===== src/rtl/flags_reg_unit.sv =====
// Architectural NZCV flag register with split NZ/CV write enables and a one-entry
// shadow register used to preserve flags across interrupt entry and return.
module flags_reg_unit #(
  parameter logic [3:0] RESET_FLAGS = 4'b0000
) (
  input  logic       clk,
  input  logic       reset,
  input  logic       stallE,
  input  logic       flushE,
  input  logic [1:0] FlagWriteE,
  input  logic       CondExE,
  input  logic [3:0] ALU_flags,
  output logic [3:0] flags_out,
  output logic [3:0] flags_next,
  input  logic       save_req,
  input  logic       restore_req,
  output logic       save_ack,
  output logic       restore_ack,
  output logic       shadow_valid,
  output logic [3:0] shadow_flags,
  output logic       seq_err
);

  typedef enum logic {StEmpty, StHeld} state_e;

  state_e     r_state;
  state_e     w_state_next;
  logic [3:0] r_flags;
  logic [3:0] r_shadow;
  logic       r_save_ack;
  logic       r_restore_ack;
  logic       r_seq_err;

  logic       w_wr;
  logic       w_wr_nz;
  logic       w_wr_cv;
  logic [3:0] w_flags_next;
  logic       w_save_acc;
  logic       w_restore_acc;
  logic       w_seq_err_set;

  assign w_wr    = CondExE & ~stallE & ~flushE;
  assign w_wr_nz = w_wr & FlagWriteE[1];
  assign w_wr_cv = w_wr & FlagWriteE[0];

  assign w_flags_next = {w_wr_nz ? ALU_flags[3:2] : r_flags[3:2],
                         w_wr_cv ? ALU_flags[1:0] : r_flags[1:0]};

  always_comb begin
    w_state_next  = r_state;
    w_save_acc    = 1'b0;
    w_restore_acc = 1'b0;
    w_seq_err_set = 1'b0;
    unique case (r_state)
      StEmpty: begin
        if (save_req && !restore_req) begin
          w_save_acc   = 1'b1;
          w_state_next = StHeld;
        end else if (restore_req) begin
          w_seq_err_set = 1'b1;
        end
      end
      StHeld: begin
        if (restore_req && !save_req) begin
          w_restore_acc = 1'b1;
          w_state_next  = StEmpty;
        end else if (save_req) begin
          w_seq_err_set = 1'b1;
        end
      end
      default: w_state_next = StEmpty;
    endcase
  end

  always_ff @(posedge clk) begin
    if (reset) begin
      r_state       <= StEmpty;
      r_flags       <= RESET_FLAGS;
      r_shadow      <= 4'b0000;
      r_save_ack    <= 1'b0;
      r_restore_ack <= 1'b0;
      r_seq_err     <= 1'b0;
    end else begin
      r_state       <= w_state_next;
      // A restore overrides any execute-stage write landing on the same edge.
      r_flags       <= w_restore_acc ? r_shadow : w_flags_next;
      if (w_save_acc) begin
        r_shadow <= w_flags_next;
      end
      r_save_ack    <= w_save_acc;
      r_restore_ack <= w_restore_acc;
      r_seq_err     <= r_seq_err | w_seq_err_set;
    end
  end

  assign flags_out    = r_flags;
  assign flags_next   = w_flags_next;
  assign save_ack     = r_save_ack;
  assign restore_ack  = r_restore_ack;
  assign shadow_valid = (r_state == StHeld);
  assign shadow_flags = r_shadow;
  assign seq_err      = r_seq_err;

endmodule


===== config.mk =====
export PLATFORM = sky130hd
export DESIGN_NAME = flags_reg_unit
export DESIGN_NICKNAME = d
export VERILOG_FILES = /design/src/rtl/flags_reg_unit.sv
export SDC_FILE = /design/constraint.sdc
export NUM_CORES = 1
export LEC_CHECK = 0
export ABC_AREA = 0
export ABC_CLOCK_PERIOD_IN_PS = 1650
export BUFFER_PORTS_ARGS = -buffer_cell sky130_fd_sc_hd__clkbuf_2
export CELL_PAD_IN_SITES_DETAIL_PLACEMENT = 0
export CELL_PAD_IN_SITES_GLOBAL_PLACEMENT = 1
export CORE_MARGIN = 2
export CORE_UTILIZATION = 30
export DETAILED_ROUTE_END_ITERATION = 8
export PLACE_DENSITY = 0.76
export SLEW_MARGIN = 20
export SYNTH_ARGS = -nofsm -noshare
export SYNTH_HDL_FRONTEND = slang
export SYNTH_SLANG_ARGS = --single-unit

===== constraint.sdc =====
create_clock -name clk -period 1.65 [get_ports clk]
set_clock_uncertainty 0.05 [all_clocks]
set_input_delay 0.165 -clock clk [delete_from_list [all_inputs] [get_ports clk]]
set_output_delay 0.165 -clock clk [all_outputs]
set_load 0.01 [all_outputs]

== Yosys cells after proc, flatten, opt, wreduce, memory -nomap -nowiden ==
Cells that the tools add are included.

* Bits of input ports: 13
* Memories kept: 0
* Register bits after elaboration: 12
* Word-level logic and storage cells: 32
* Bits in latches: 0
* Memory bits (writable): 0
* Memory bits (read-only): 0

* Bitwise operators: 8
* Equality and inequality tests: 0
* Divide/modulo/power cells: 0
* Add/sub/neg operators: 0
* Shifts and indexed selects: 0
* $lt $le $gt $ge: 0
* Multiply operators: 0
* Reductions and logical operators: 4
* Muxes and demuxes: 14

{| class="wikitable"
|+ Operators by type and width
! operator !! number
|-
| $mux 1 || 9
|-
| $and 1x1->1 || 4
|-
| $mux 2 || 2
|-
| $mux 4 || 1
|-
| $pmux 1 s2 || 2
|-
| $not 1->1 || 3
|-
| $logic_and 1x1->1 || 2
|-
| $logic_not 1->1 || 2
|-
| $or 1x1->1 || 1
|}

== Depth between registers and ports, before layout ==
* Word-level depth: 6
* Depth in mapped cells: 3
* Mapped depth without buffers: 3

== Least setup slack after synthesis ==
OpenSTA, ideal clock, no wires.

* Kind: register to register
* Start point: register r_state (netlist: shadow_valid)
* End point: register r_flags[0] (netlist: flags_out[0])
* Arrival: 0.941 ns
* Library setup time: 0.086 ns
* Setup slack: 0.573 ns
* Data required time: 1.514 ns
* Clock period less this slack: 1.077 ns
* Buffers on the path: 0
* Cell stages (with the launch flop): 3
* Path through: dfxtp_1 -> nand3b_1 -> a211oi_1

* Longest elaborated chain between the ends: 2

{| class="wikitable"
|+ RTL lines
! element !! RTL line !! RTL
|-
| start: declaration || 26 || <nowiki>state_e r_state;</nowiki>
|-
| start signal: assignment || 77 || <nowiki>r_state <= StEmpty;</nowiki>
|-
| start signal: assignment || 84 || <nowiki>r_state <= w_state_next;</nowiki>
|-
| $mux 1 || 54 || <nowiki>unique case (r_state)</nowiki>
|-
| $mux 4 || 86 || <nowiki>r_flags <= w_restore_acc ? r_shadow : w_flags_next;</nowiki>
|-
| end signal: assignment || 86 ||
|-
| end: declaration || 28 || <nowiki>logic [3:0] r_flags;</nowiki>
|}

No other way between the ends.
A chain may end at the register's enable or synchronous reset.

== Worst setup path after layout ==
* Start point: input flushE
* End point: output flags_next[0]

* Longest elaborated chain between the ends: 4

{| class="wikitable"
|+ RTL lines
! element !! RTL line !! RTL
|-
| start: declaration || 9 || <nowiki>input logic flushE,</nowiki>
|-
| $not 1->1 || 42 || <nowiki>assign w_wr = CondExE & ~stallE & ~flushE;</nowiki>
|-
| $and 1x1->1 || 42 ||
|-
| $and 1x1->1 || 44 || <nowiki>assign w_wr_cv = w_wr & FlagWriteE[0];</nowiki>
|-
| $mux 2 || 47 || <nowiki>w_wr_cv ? ALU_flags[1:0] : r_flags[1:0]};</nowiki>
|-
| end: declaration || 14 || <nowiki>output logic [3:0] flags_next,</nowiki>
|}

No other way between the ends.

==> impl_results.md <==
* Run status: finished, final reports clean
* Post_cts resized at 0
* Num Clock Sinks at 12
* Most frequent cells in the layout: 28 x clkbuf_2, 12 x dfxtp_1, 10 x nor2_1
* TritonCTS clock tree: built
* Postcts setup bufs at 0
* Final ANT Viol Nets at 0
* Cell variety after synth at 12
* H-tree levels at 1
* Chip width at around 44 microns
* Leakage at roughly 0.00034 uW
* Cell mode on critical path: clkbuf_2
* Hpwl dp at between 700 and 800 microns
* Fillers at ~160
* Post-synthesis sequential area ratio at approximately 50%
* Overflow left after global routing at 0
* Worst-path fanout max at 3
* Worst hold path class: in -> reg
* Largest net degree at the start of global routing at 13
* Max Freq at a little under 800 MHz
* Syn Inst Count at 49
* Slew Limit Fails at 0
* Crit path time final at ~1.3 ns
* Maximum clock insertion buffer count at 2
* ANT cells at 0
* PortBufs at 28
* Final Hold Fails at 0
* First-pass GRT wire length at approximately 1.6 mm
* Row count at 14
* Wirelength per Cell at about 10 microns
* Setup_tns at 0 ns
* Worst-Skew Late Latency at 0.26 ns
* Initial Util at 32.0%
* Worst-Margin Slew at approximately 0.35 ns
* Avg Inst Size Synth at 9.83 sq um
* Vias in the first global route at 392
* Syn Nets at 62
* Max cap viols at 0
* M3 GR Usage at 6.94%
* R2r setup slk at ~0.46 ns
* Mapped Area at a little under 500 sq um
* Setup Viol. Count Final at 0
* RSZ-0062 raised after global routing: false
* CP max-delay cell: and4bb_2
* Slew margin rel. at between 70% and 80%
* Fin nets at 94
* Req. time, crit path at around 1.4 ns
* DR vias at 450
* Power, Total at 634 uW
* Startpoint types: primary input
* Root Driver: clkbuf_4
* Die Footprint at 1940 sq um
* Post-route DRC at 0
* CORE AREA at approximately 1500 sq um
* Global placement routability congestion at 0.677
* Global Route met1 Usage at between 10% and 20%
* Drt pass-1 iters at 2
* Clock-pin slew on the worst setup and hold paths at 0.07 ns
* P&R area growth vs syn at 40.0%
* Power Dens Cells at 941 nW/um^2
* Yosys reg bits at 12
* Share of cells above drive strength 1 at 43.8%
* Hold-fix buffers at CTS at 0
* Maximum VDD drop at about 0.00067 V
* Ports at 29
* Critical Path End Type: output port
* CTS buffer count at 3
* Max stage delay on crit path at around 0.32 ns
* Commonest non-fill, non-tap cell in the layout: clkbuf_2
* GRT Overall Usage at between 10% and 20%
* Initial DRC Count at 1
* GR Util met2 at 16.8%
* Vias per inst at approximately 4.7
* Synth warn at 0
* Fin crit share at 76.8%
* CP arrival at between 1 and 1.5 ns
* Drt total wl at roughly 960 microns
* Initial antenna violation count at 0
* Ordered list of cells on the worst path: clkbuf_2 -> and4bb_2 -> mux2i_1 -> inv_1 -> clkbuf_2
* Most used routing layer: met2
* CP Class: in -> out
* Die height at roughly 44 microns
state kept, by name (all words and copies together), names as in the netlist:
signal        flops
shadow_valid      1
restore_ack       1
shadow_flags      4
flags_out         4
seq_err           1
save_ack          1
synth_stat cells (all sizes together):
cell type	count	area, sq um
a21oi	3	15.0
a211oi	8	60.1
nand3b	1	7.51
inv	4	15.0
and4bb	2	25.0
nor3b	1	18.8
mux2i	4	40.0
dfxtp	12	240
nand2b	1	6.26
clkbuf	1	3.75
nor2b	2	12.5
nor2	10	37.5
per-layer routing:
| layer | wire length (microns) | vias up | share of wire, % |
|---|---|---|---|
| li1 | - | 235 | - |
| met1 | 454 | 188 | 47 |
| met2 | 381 | 27 | 40 |
| met3 | 126 | 0 | 13 |
| met4 | 0 | 0 | 0 |
| met5 | 0 | - | 0 |
worst max-delay path, delay by kind of cell:
kind | cells | cell delay, ns
AND/OR/NAND/NOR | 1 | 0.32
buffers and inverters | 3 | 0.27
multiplexers | 1 | 0.30
power by group:
group / total, uW / switching [uW] / internal [uW]
sequential: 316 / 10.7 / 306
combinational: 91.9 / 47.9 / 44.1
clock: 226 / 92.2 / 134
layout make-up:
| type | instances | area, sq um | area share, % |
|---|---|---|---|
| clock buffers | 4 | 36.3 | 5.38 |
| inverters | 4 | 15.0 | 2.23 |
| multi-input cells | 32 | 223 | 33.0 |
| flip-flops and latches | 12 | 240 | 35.6 |
| well taps | 16 | 20.0 | 2.97 |
| repair buffers | 28 | 140 | 20.8 |
final timing paths:
check | start | to | cells after the start
min | save_req | shadow_valid | 3
max | flushE | flags_next[0] | 5
max reg2reg | shadow_valid | flags_out[1] | 2
min reg2reg | shadow_flags[2] | shadow_flags[2] | 2
stage by stage:
stage	std cells	util, %	cell area [sq um]	hold slack (ns)	setup WS [ns]
CTS	96	44.8	674	0.123	0.359
global route	96	44.8	674	0.127	0.282
finish	96	44.8	674	0.127	0.382
floorplan	49	-	482	0.187	0.573
detailed placement	92	42.4	638	0.402	0.362
global placement	92	42.4	638	0.391	0.369
logic make-up (layout without fill, tap and decap cells):
group,after synthesis,in the layout,share of synthesized area (%)
simple gates,17,17,22.3
compound gates,11,11,15.6
buf+inv,5,36,3.89
mux,4,4,8.31
flops,12,12,49.9
(Power assumes the default switching activity.)
